$ cat src/rtl/node_injector.sv
// Transmit side of a ring node: packs local requests into ring instructions, buffers them
// in a small FIFO and injects them into free ring slots, yielding to upstream traffic.
module node_injector #(
  parameter logic [2:0]  NODE_IP      = 3'b000,
  parameter int unsigned FIFO_DEPTH   = 4,
  parameter int unsigned CNT_W        = 3,
  parameter int unsigned STARVE_LIMIT = 8
) (
  input  logic             clk,
  input  logic             rst_n,
  input  logic             tx_valid,
  output logic             tx_ready,
  input  logic [2:0]       tx_dest,
  input  logic [25:0]      tx_payload,
  input  logic [31:0]      ring_instruction_in,
  input  logic             ring_enable_in,
  output logic [31:0]      ring_instruction_out,
  output logic             ring_enable_out,
  output logic             ring_bubble_req,
  output logic             self_drop,
  output logic [CNT_W-1:0] fifo_count
);

  localparam int unsigned PTR_W = (FIFO_DEPTH > 1) ? $clog2(FIFO_DEPTH) : 1;
  localparam int unsigned STV_W = 8;
  localparam int unsigned PKT_W = 32;

  typedef enum logic [1:0] {
    S_IDLE,
    S_WAIT,
    S_INJECT,
    S_STARVED
  } state_t;

  state_t state, state_d;

  logic [PKT_W-1:0] mem [FIFO_DEPTH];
  logic [PTR_W-1:0] wr_ptr, rd_ptr;
  logic [STV_W-1:0] starve_cnt, starve_d;
  logic [CNT_W-1:0] count_d;
  logic             accept, is_self, push, pop;
  logic [PKT_W-1:0] pkt;

  // Ready depends only on the registered occupancy: a pop never frees a slot in the same cycle.
  assign tx_ready = (fifo_count < CNT_W'(FIFO_DEPTH));
  assign accept   = tx_valid & tx_ready;
  assign is_self  = (tx_dest == NODE_IP);
  assign push     = accept & ~is_self;
  assign pkt      = {tx_dest, NODE_IP, tx_payload};

  // Injection arbiter: IDLE tracks an empty FIFO, so any other state with a free slot pops.
  always_comb begin
    state_d  = state;
    pop      = 1'b0;
    starve_d = starve_cnt;
    count_d  = fifo_count;

    pop     = (state != S_IDLE) && !ring_enable_in;
    count_d = fifo_count + CNT_W'(push) - CNT_W'(pop);

    if (pop || (state == S_IDLE)) begin
      starve_d = '0;
    end else if (starve_cnt != STV_W'(STARVE_LIMIT)) begin
      starve_d = starve_cnt + STV_W'(1);
    end

    case (state)
      S_IDLE: begin
        if (push) state_d = S_WAIT;
      end
      default: begin
        if (count_d == '0) begin
          state_d = S_IDLE;
        end else if (starve_d == STV_W'(STARVE_LIMIT)) begin
          state_d = S_STARVED;
        end else if (pop) begin
          state_d = S_INJECT;
        end else begin
          state_d = S_WAIT;
        end
      end
    endcase
  end

  // FIFO storage needs no reset: occupancy and pointers define which entries are live.
  always_ff @(posedge clk) begin
    if (push) mem[wr_ptr] <= pkt;
  end

  always_ff @(posedge clk or negedge rst_n) begin
    if (!rst_n) begin
      state                <= S_IDLE;
      wr_ptr               <= '0;
      rd_ptr               <= '0;
      fifo_count           <= '0;
      starve_cnt           <= '0;
      ring_instruction_out <= '0;
      ring_enable_out      <= 1'b0;
      ring_bubble_req      <= 1'b0;
      self_drop            <= 1'b0;
    end else begin
      state           <= state_d;
      fifo_count      <= count_d;
      starve_cnt      <= starve_d;
      ring_bubble_req <= (starve_cnt == STV_W'(STARVE_LIMIT));
      self_drop       <= accept & is_self;

      if (push) wr_ptr <= wr_ptr + PTR_W'(1);

      // Upstream traffic always wins the slot; otherwise the FIFO head takes it.
      if (ring_enable_in) begin
        ring_instruction_out <= ring_instruction_in;
        ring_enable_out      <= 1'b1;
      end else if (pop) begin
        ring_instruction_out <= mem[rd_ptr];
        ring_enable_out      <= 1'b1;
        rd_ptr               <= rd_ptr + PTR_W'(1);
      end else begin
        ring_enable_out      <= 1'b0;
      end
    end
  end

endmodule
$ cat config.mk
export PLATFORM = sky130hd
export DESIGN_NAME = node_injector
export DESIGN_NICKNAME = d
export VERILOG_FILES = /design/src/rtl/node_injector.sv
export SDC_FILE = /design/constraint.sdc
export NUM_CORES = 1
export LEC_CHECK = 0
export BUFFER_PORTS_ARGS = -buffer_cell sky130_fd_sc_hd__buf_2
export CORE_MARGIN = 3
export CORE_UTILIZATION = 51
export CTS_CLUSTER_DIAMETER = 50
export CTS_CLUSTER_SIZE = 8
export DETAILED_ROUTE_END_ITERATION = 6
export GPL_ROUTABILITY_DRIVEN = 0
export HOLD_SLACK_MARGIN = 0.03
export PLACE_DENSITY = 0.79
export RECOVER_POWER = 25
export SYNTH_ARGS = -nofsm -noshare
export SYNTH_HDL_FRONTEND = slang
export SYNTH_SLANG_ARGS = --single-unit
$ cat constraint.sdc
create_clock -name clk -period 4.1 [get_ports clk]
set_clock_uncertainty 0.1 [all_clocks]
set_input_delay 0.41 -clock clk [delete_from_list [all_inputs] [get_ports clk]]
set_output_delay 0.41 -clock clk [all_outputs]
set_load 0.005 [all_outputs]
==> summary.txt <==
Status
  • Status: completed

Synth
  • Synthesis Warnings: 0
  • Mean Syn Cell Area: 16.9 µm²
  • Post-synthesis cell area: 0.00663 mm²
  • XOR/XNOR share of the synthesized area: 1.72%
  • Syn nets: around 470
  • Post-synth cell types: 27
  • Largest family of logic cells by synthesized area: multiplexers
  • Register bit total from synthesis: 168
  • Mapped Cells: 392
  • Post-synthesis mux area share: 14.2%
  • Compound-Gate Fraction of Synth Area: 3.25%
  • Post-synthesis sequential area ratio: 72.2%
  • Adder-cell share of the synthesized area: 1.81%
  • Post-synthesis simple-gate area fraction: 5.08%

Setup path
  • Crit Reg-Reg Startpoint: fifo_count[2]
  • Startpoint types: flip-flop
  • Crit path DAT: slightly above 3000 ps
  • FF-to-FF setup slack: 1220 ps
  • Worst-path fanout max: 9
  • CP Data Required Time: 4260 ps
  • Worst Setup End Kind: flip-flop
  • CP Class: reg2reg
  • Reg2reg path depth: 13
  • Capturing point of the worst reg2reg path: state[0]

Global route
  • First-pass GRT wire length: 19800 µm
  • Largest net degree at the start of global routing: 67
  • Gr ovfl total: 0
  • Vias in the first global route: 3882
  • Initial antenna violation count: 0
  • All-Layer GR Usage: 18.5%

Die
  • Die span in x: roughly 120 µm
  • Die Span Y: approximately 120 µm
  • FP Rows: 41
  • IO Count: 104
  • Core Area: 0.0127 mm²
  • Initial Utilization: a little over half
  • DIE AREA: 0.0144 mm²

CTS
  • Num CTS Buffers: 17
  • Hold-fix buffers, CTS: 0
  • CTS Root Buffer Type: clkbuf_16
  • Clock sink count: 168
  • CTS resizes: 0
  • Clock buffer depth: 2
  • CTS tree: yes
  • H-tree levels: 4
  • Clk_lat worst skew: 420 ps
  • Worst-path clk slew: 60 ps
  • Setup bufs post-CTS: 0

Routing
  • Total Routed Length: between 10000 and 15000 µm
  • # DRC: 0
  • Via density: 5.33
  • Routed wire per std cell: 18.1 µm
  • First-pass DRT Iterations: 4
  • Routed Antenna Nets: 0
  • First DRT Iteration DRCs: just under 300
  • Via count: 3664

Timing
  • Finish-stage setup viols: 0
  • Smallest setup slack after layout: 1220 ps
  • Period utilisation layout: a little over two thirds
  • Slew Limit Headroom: approximately 28%
  • Fmax: 347 MHz
  • RSZ-0062 raised after global routing: no
  • Post-layout min period: between 2000 and 3000 ps
  • Max Slew Vio Count: 0
  • Final setup TNS: 0 ps
  • Final Hold Viols: 0
  • Worst-margin pin slew: about 1100 ps

Layout
  • Final #Nets: around 580
  • Area growth syn-to-layout: 18.7%
  • Fin cells: 687
  • Fraction of layout cells with a size suffix above 1: slightly below 30%
  • Number of diodes: 0
  • Final Instance Area: 0.00787 mm²

Place
  • Post-placement cell count: 655
  • Post-Place Worst Slack: roughly 1100 ps
  • Placed Instance Area: 0.00734 mm²
  • Placed wire-length estimate: 7560 µm
  • IO buf count: approximately 100

Power
  • Peak supply drop: 0.410 mV
  • Switching pwr: 1.49 mW
  • P_int: 3.70 mW
  • Clock Power Share: 29.2%
  • Power per cell area: 659 mW/mm²
  • Reg power frac: a little under half
  • Leakage: roughly 3.1 nW
  • Combinational Power Share: between 20% and 30%
  • Net Sw Frac: 28.7%
  • Total power: between 5 and 6 mW

Hold path
  • Worst hold path type: in2async

Job
  • Max-cap check violation count: 0
[critical path, cell delays in order (launching register included)]
cell and delay, ps:
dfrtp_1 420, nor3b_1 220, buf_4 190, inv_1 50, ha_1 280, inv_1 60, ha_1 130, inv_1 50
fa_1 370, xnor2_1 200, xnor2_1 100, or3_1 340, inv_1 110, o21ai_0 110
[cell type report]
class	instances	area [µm²]
Tap cell	172	215
Inverter	12	45.0
Fill cell	957	4800
Clock buffer	19	433
Timing Repair Buffer	108	522
Sequential cell	168	4790
Multi-Input combinational cell	195	1740
Clock inverter	13	129
[cell usage in the layout, fill, tap and decap left out, types with 4 or more instances in the layout]
cell	synthesis	routed
buf_4	0	5
ha_1	8	8
nand2_1	44	44
o21ai_0	35	35
edfxtp_1	116	116
xnor2_1	10	10
and2_2	0	4
or3_1	4	4
mux4_2	29	29
nor2_1	11	10
nor3_1	4	4
buf_2	5	78
dfrtp_1	52	51
clkinv_2	0	4
inv_1	12	12
mux2i_1	29	29
clkbuf_16	0	17
clkbuf_1	12	27
[metal layers]
metal	up-vias	wire length, µm	track usage (%)
li1	1697	-	-
met2	92	6610	31.4
met4	0	257	7.59
met1	1858	5020	22.4
met5	-	0	0
met3	17	518	5.23
[cell families after synthesis]
group / count (synthesis)
flip-flops: 168
AND/OR/NAND/NOR: 75
multiplexers: 58
AO/OA/AOI/OAI: 40
buffers and inverters: 29
XOR/XNOR: 13
adder cells (fa/ha/maj): 9
[cells in the mapped netlist]
library cell	count	area, µm²
a21oi_1	1	5.00
a31oi_1	2	12.5
and2_1	4	25.0
and3_1	1	6.26
buf_2	5	25.0
clkbuf_1	12	45.0
dfrtp_1	52	1300
edfxtp_1	116	3480
fa_1	1	20.0
ha_1	8	100
inv_1	12	45.0
mux2i_1	29	290
mux4_2	29	653
nand2_1	44	165
nand2b_4	1	13.8
nand3_1	3	15.0
nor2_1	11	41.3
nor2_2	1	6.26
nor3_1	4	20.0
nor3b_1	1	7.51
o21ai_0	35	175
o22ai_1	1	6.26
o41ai_2	1	16.3
or3_1	4	25.0
or4_4	1	11.3
xnor2_1	10	87.6
xor2_1	3	26.3
[state kept, by name, summed over array words and instances, names as in the netlist]
name and flops:
state 2, self_drop 1, ring_bubble_req 1, fifo_count 3
rd_ptr 2, starve_cnt 8, ring_enable_out 1, mem 116
ring_instruction_out 32, wr_ptr 2
[how the worst max path moves through the flow]
stage | start | endpoint | depth (start not counted) | slack, ps
after floorplan | tx_dest[1] | state[0] | 13 | 1180
after global placement | tx_dest[1] | state[0] | 15 | 1210
after detailed placement | tx_dest[1] | state[1] | 15 | 1120
after CTS | fifo_count[2] | state[0] | 13 | 1230
after global routing | fifo_count[2] | state[0] | 13 | 1000
final | fifo_count[2] | state[0] | 13 | 1220
[power by group through the flow]
stage	clock network [mW]	registers, mW	logic, mW
4_1_cts	1.54	2.36	1.35
2_1_floorplan	0	2.28	0.990
3_5_place_dp	0	2.39	1.34
5_1_grt	1.62	2.40	1.45
6_report	1.51	2.35	1.32
3_3_place_gp	0	2.37	1.30
[through the flow]
step                      hold WS, ps  util [%]
final                            22.3      62.1
after global routing             78.3      62.1
after CTS                        45.5      62.4
after detailed placement          433      57.9
after global placement            414      57.9
after floorplan                  14.4         -
Note: power is estimated with default switching activity, not from simulation.
